### src/rtl/interval_timer_ctrl_pkg.sv
// Shared types and constants for the interval timer controller.
package interval_timer_ctrl_pkg;

   typedef enum logic [1:0] {
      ST_IDLE = 2'd0,
      ST_RUN  = 2'd1,
      ST_DONE = 2'd2
   } state_t;

   localparam logic MODE_ONESHOT  = 1'b0;
   localparam logic MODE_PERIODIC = 1'b1;

endpackage

### src/rtl/interval_timer_ctrl_tc_counter.sv
// Loadable W-bit up-counter; load takes priority over enable.
module tc_counter #(
   parameter int W = 4
) (
   input  logic         Clock,
   input  logic         Reset,
   input  logic         load,
   input  logic         enable,
   input  logic [W-1:0] load_data,
   output logic [W-1:0] q
);

   always_ff @(posedge Clock or posedge Reset) begin
      if (Reset)
         q <= '0;
      else if (load)
         q <= load_data;
      else if (enable)
         q <= q + 1'b1;
   end

endmodule

### src/rtl/interval_timer_ctrl.sv
// Programmable interval timer: one-shot or periodic counting from Init to Limit.
//
//   state   | meaning
//   --------+-----------------------------------------------
//   IDLE    | not timing (after reset, Stop or rejected Start)
//   RUN     | counting qualified edges toward Limit
//   DONE    | one-shot interval finished, Q parked at Limit
module interval_timer_ctrl
   import interval_timer_ctrl_pkg::*;
#(
   parameter int W = 4
) (
   input  logic         Clock,
   input  logic         Reset,
   input  logic         Start,
   input  logic         Stop,
   input  logic         Mode,
   input  logic [W-1:0] Init,
   input  logic [W-1:0] Limit,
   input  logic         CntEn,
   output logic [W-1:0] Q,
   output logic         Busy,
   output logic         Tick,
   output logic         Done,
   output logic         Err
);

   state_t         state;
   logic [W-1:0]   init_r;
   logic [W-1:0]   limit_r;
   logic           mode_r;

   logic           start_ok;
   logic           count_cyc;
   logic           at_limit;
   logic           cnt_load;
   logic           cnt_enable;
   logic [W-1:0]   cnt_data;

   assign start_ok  = Start && !Stop && (Init <= Limit);
   assign at_limit  = (Q == limit_r);
   // Stop and Start both pre-empt counting on the edge they arrive.
   assign count_cyc = (state == ST_RUN) && !Stop && !Start && CntEn;

   assign cnt_load   = start_ok || (count_cyc && at_limit && (mode_r == MODE_PERIODIC));
   assign cnt_enable = count_cyc && !at_limit;
   assign cnt_data   = start_ok ? Init : init_r;

   tc_counter #(.W(W)) u_counter (
      .Clock     (Clock),
      .Reset     (Reset),
      .load      (cnt_load),
      .enable    (cnt_enable),
      .load_data (cnt_data),
      .q         (Q)
   );

   always_ff @(posedge Clock or posedge Reset) begin
      if (Reset) begin
         state   <= ST_IDLE;
         Busy    <= 1'b0;
         Tick    <= 1'b0;
         Done    <= 1'b0;
         Err     <= 1'b0;
         init_r  <= '0;
         limit_r <= '0;
         mode_r  <= MODE_ONESHOT;
      end else begin
         Tick <= 1'b0;
         if (Stop) begin
            if (state == ST_RUN) begin
               state <= ST_IDLE;
               Busy  <= 1'b0;
            end
         end else if (Start) begin
            Done <= 1'b0;
            if (Init <= Limit) begin
               state   <= ST_RUN;
               Busy    <= 1'b1;
               Err     <= 1'b0;
               init_r  <= Init;
               limit_r <= Limit;
               mode_r  <= Mode;
            end else begin
               state <= ST_IDLE;
               Busy  <= 1'b0;
               Err   <= 1'b1;
            end
         end else if (count_cyc && at_limit) begin
            Tick <= 1'b1;
            if (mode_r == MODE_ONESHOT) begin
               state <= ST_DONE;
               Busy  <= 1'b0;
               Done  <= 1'b1;
            end
         end
      end
   end

endmodule

### config.mk
export PLATFORM = sky130hd
export DESIGN_NAME = interval_timer_ctrl
export DESIGN_NICKNAME = d
export VERILOG_FILES = /design/src/rtl/interval_timer_ctrl_pkg.sv /design/src/rtl/interval_timer_ctrl_tc_counter.sv /design/src/rtl/interval_timer_ctrl.sv
export SDC_FILE = /design/constraint.sdc
export NUM_CORES = 1
export LEC_CHECK = 0
export ABC_AREA = 1
export CAP_MARGIN = 25
export CORE_UTILIZATION = 54
export CTS_CLUSTER_SIZE = 20
export DETAILED_ROUTE_END_ITERATION = 10
export GPL_ROUTABILITY_DRIVEN = 0
export PLACE_DENSITY = 0.91
export RECOVER_POWER = 25
export SYNTH_ARGS = -nofsm -noshare
export SYNTH_HDL_FRONTEND = slang
export SYNTH_SLANG_ARGS = --single-unit
### constraint.sdc
create_clock -name Clock -period 4.3 [get_ports Clock]
set_clock_uncertainty 0.2 [all_clocks]
set_input_delay 0.86 -clock Clock [delete_from_list [all_inputs] [get_ports Clock]]
set_output_delay 0.86 -clock Clock [all_outputs]
set_load 0.02 [all_outputs]
# Yosys cells after proc, flatten, opt, wreduce, memory -nomap -nowiden
# Index checks and enable logic that the tools add are counted.
# op_classes
add_sub_neg,1
n_lt_le_gt_ge,1
eq_ne,5
muxes,22
bitwise_logic,1
reduce_logical,19
# op_table
op,count
1-bit two-way mux,14
4-bit two-way mux,3
2-bit two-way mux,5
3-bit AND reduction,3
1-bit logical AND,8
4-bit by 1-bit adder with 4-bit output (second input constant),1
4-bit == test,1
4-bit less-or-equal comparator,1
2-bit nonzero test,2
1-bit logical NOT,3
3-bit inequality test (second input constant),1
3-bit nonzero test,1
2-bit by 1-bit == test with 1-bit output (second input constant),1
2-bit by 1-bit inequality test with 1-bit output (second input constant),1
2-bit inequality test (second input constant),1
2-bit AND reduction,1
1-bit logical OR,1
1-bit inverter,1
# totals
regBits,19
in_bits,14
output_inout_bits,8

# Longest topological paths before layout
# depth
ltp_word,8
depth_mapped,14
ltp_nobuf,14

# By module
# Synthesis repeated with hierarchy kept, for this count alone.
# unflattened
hier_cells,129
area_unflattened_um2,1013.5
# by_module_without_submodules
mod,instances,cells_each,area_per_inst_um2
interval_timer_ctrl,1,101,789.5
tc_counter,1,28,224.0

# Least setup slack after synthesis
# Ideal clock, no wire load.
# synth_path
path_kind,input port to flip-flop
start,in Limit[1]
end,reg u_counter.q[2]
arrival_ns,1.877
required_ns,3.975
slack_ns,2.097
stages,11
n_path_buf,1
cell_sequence,inv_1 ha_1 nand2_1 nand2_1 nand2_1 nand2_1 nand2_1 nand2_4 buf_6 nand4_1 nand3_1
# synth_between
elab_chain_cells,4
word_cells_on_any_way,6
cone_classes,order compare: 1; mux: 2; reduce/logical: 3
# synth_lines
element,line,text
start: declaration,interval_timer_ctrl.sv:19,"input logic [W-1:0] Limit,"
4-bit less-or-equal comparator (*),interval_timer_ctrl.sv:40,assign start_ok = Start && !Stop && (Init <= Limit);
1-bit logical AND (*),interval_timer_ctrl.sv:40,
4-bit two-way mux or 1-bit logical OR (tied branches),"interval_timer_ctrl.sv:47, interval_timer_ctrl.sv:45",
4-bit two-way mux or 2-bit nonzero test (tied branches),-,
end signal: assignment,interval_timer_ctrl_tc_counter.sv:17,q <= load_data;
end signal: assignment,interval_timer_ctrl_tc_counter.sv:19,q <= q + 1'b1;
end: declaration,interval_timer_ctrl_tc_counter.sv:10,output logic [W-1:0] q
# Mark *: on every way between the ends. The rest lies on a longest branch, timed or not.
# A chain may end at the register's enable or synchronous reset.

# Worst setup path in the final report
# layout_path
start,in Limit[3]
end,reg u_counter.q[0]
# Same word-level chain as after synthesis.

==> results.cfg <==
[synth]
synth-edff-count = 0
ys_warn_count = 0
synth_fp_nets = 154
synth_cells = 135
async_flop_share_pct = 100.0
netlist_area_sq_um = 1102
ys_top_cells_by_area = dfrtp_1 (41%), nand2_1 (15%), inv_1 (7.5%)
synth_top_area_share_pct = 40.86
yosys_most_used_dff = dfrtp_1
synth_common_cells = nand2_1 (43), inv_1 (22), dfrtp_1 (18)
yosysSeqAreaShare_pct = 40.86
synth.distinct_cells = 20
synth_most_common_cell = nand2_1
syn_area_per_cell_sq_um = 8.165
post-synth-top-area-cell = dfrtp_1
yosys_register_bits = 18

[finish]
syn_to_final_growth_pct = 22.93
nFillCells = 141
drive_gt1_share_pct = 13.92
n_antenna_cell = 0
multi_input_area_sq_um = 543.0
final_area_sq_um = 1355
num-nets-final = 179
register_area_sq_um = 450.4

[pwr]
vdd_ir_drop_max_mv = 0.2858
combPwrFrac_pct = 43.7
p_leak_nw = 0.7157
swShare_pct = 40.95
power.density_nw_per_um2 = 438.6
clkPwrFrac_pct = 14.1
internal-power_uw = 351.0
p_seq_share_pct = 42.2
power.switching_uw = 243.4

[floorplan]
boundaryPins = 22
num_rows = 15
initial_core_util_pct = 60.55
core-area_sq_um = 1821
dieArea_sq_um = 2226
fp.dieW_um = 47.18
die_h_um = 47.18

[clocking]
cts_inserted_buffers = 3
clockBufferDepth = 2
h-tree-depth = 1
cts_resized = 0
postCtsHoldBufs = 0
clock_latency_ns = 0.30
clock-sinks = 18
cts_root_buffer = clkbuf_4
clk_pin_slew_ns = 0.09
post_cts_buffers = 0
cts_tree = built

[placement]
post_dp_cell_area_sq_um = 1333
port_buffers = 21
hpwlAfterDp_um = 1768

[grt]
grt_first_pass_wirelength_um = 3677
grt.total_usage_pct = 24.50
grt_max_degree = 19
grt_overflow_total = 0
antenna_found_initial = 0
grt_pass1_vias = 851

[worst_setup_path]
cp-start-kind = primary input
cp.arrival_ns = 2.57
cp.required_ns = 4.31
slowest_delay_ns = 0.46
crit_chain = clkdlybuf4s50_1 > inv_1 > ha_1 > nand2_1 > inv_1 > nand2_1 > nand2_1 > nand2_1 > nand2_4 > nand2_1 > nand2_1 > nand2_1 > nand2_1 > inv_1
crit_slowest_cell = clkdlybuf4s50_1
crit_top_cell = nand2_1
crit_type = primary input to flop
worst_setup_path_end_kind = flop
crit_path_max_fanout = 16

[timing]
setup_viol = 0
max_freq_ghz = 0.3901
finalCritPeriodShare_pct = 59.62
setup_tns_ns = 0
hold_violations = 0
rsz0062_at_grt = false
slew_viol_final = 0
slew_headroom_pct = 56.16
finalCriticalPeriod_ns = 2.564
worst_pin_slew_ns = 0.6569

[run]
maxCapViolCount = 0

[drt]
route.met3.wl_um = 77
drtIter0Drc = 11
first_pass_iters = 4
drc = 0
post_drt_wl_per_cell_um = 11.74
via_per_inst = 4.967
routed.top_layer = met4
met1_length_um = 900
wl_um = 2148
vias = 909
postRouteAntennaNets = 0
wl_met2_um = 1122

[outcome]
outcome = finished, final reports clean

[worst_hold_path]
hp-class = flop to flop
==> critical path, delay by kind of cell <==
family                     cells  cell delay (ns)
and+or+nand+nor                9             0.81
adders and majority gates      1             0.29
buffers and inverters          4             0.62
==> area by class of cell <==
class | instances | area share (%)
repair buffers | 21 | 15.51
flip-flops and latches | 18 | 33.24
inverters | 26 | 7.202
well taps | 25 | 2.308
multi-input cells | 90 | 40.07
clock buffers | 3 | 1.662
==> logic make-up after synthesis <==
kind of cell	count (synthesis)	share of synthesized area [%]
DFF	18	40.86
and+or+nand+nor	73	36.78
AOI/OAI and AO/OA	10	5.222
buffers and inverters	27	9.875
xor gates and xnor gates	2	1.589
adders and majority gates	5	5.675
==> path summary, 6_finish.rpt <==
kind                                     start             end  slack, ns  depth (start not counted)
worst max register to register  u_counter.q[0]  u_counter.q[0]       2.74                         11
worst min-delay path                 init_r[1]       init_r[1]       0.29                          2
worst max-delay path                  Limit[3]  u_counter.q[0]       1.74                         14
min in group asynchronous                Reset            Tick       0.89                          2
worst min register to register       init_r[1]       init_r[1]       0.29                          2
max in group asynchronous                Reset      limit_r[3]       2.59                          2
==> power by group through the flow <==
stage / sequential, mW / combinational, mW / clock, mW
finish: 0.251 / 0.260 / 0.0839
global route: 0.256 / 0.289 / 0.0910
CTS: 0.250 / 0.262 / 0.0873
detailed placement: 0.254 / 0.261 / 0
global placement: 0.252 / 0.249 / 0
floorplan: 0.269 / 0.159 / 0
==> layer usage <==
metal	GRT usage, %	vias up
li1	-	465
met1	30.98	415
met2	39.44	24
met3	5.000	5
met4	13.14	0
met5	0	-
==> registers in the layout, summed over array words and instances (netlist names) <==
signal and flops:
Done 1, Err 1, Tick 1, init_r 4
limit_r 4, mode_r 1, state 2, u_counter.q 4
==> metrics by stage <==
step	instances	hold slack (ns)	util (%)	total power, mW	setup slack (ns)
final	183	0.2941	74.43	0.5943	1.736
after global routing	183	0.3344	74.43	0.6362	1.544
after CTS	183	0.2996	74.43	0.6001	1.751
after detailed placement	180	0.2752	73.20	0.5144	1.429
after global placement	180	0.2540	73.20	0.5008	1.521
after floorplan	135	0.2379	-	0.4280	2.097
==> layout by cell type, fill, tap and decap left out, types with 2 or more instances in the layout <==
cell type        count
a21oi_1              2
a21oi_2              2
clkbuf_4             3
clkdlybuf4s50_1     20
dfrtp_1             18
ha_1                 5
inv_1               22
inv_2                4
nand2_1             43
nand2_2              2
nand2_4              3
nand3_1             11
nand4_1              3
nor2_1               3
nor2_4               4
o21ai_0              6
xor2_1               2
No activity file was read; power rests on OpenSTA's default activity.
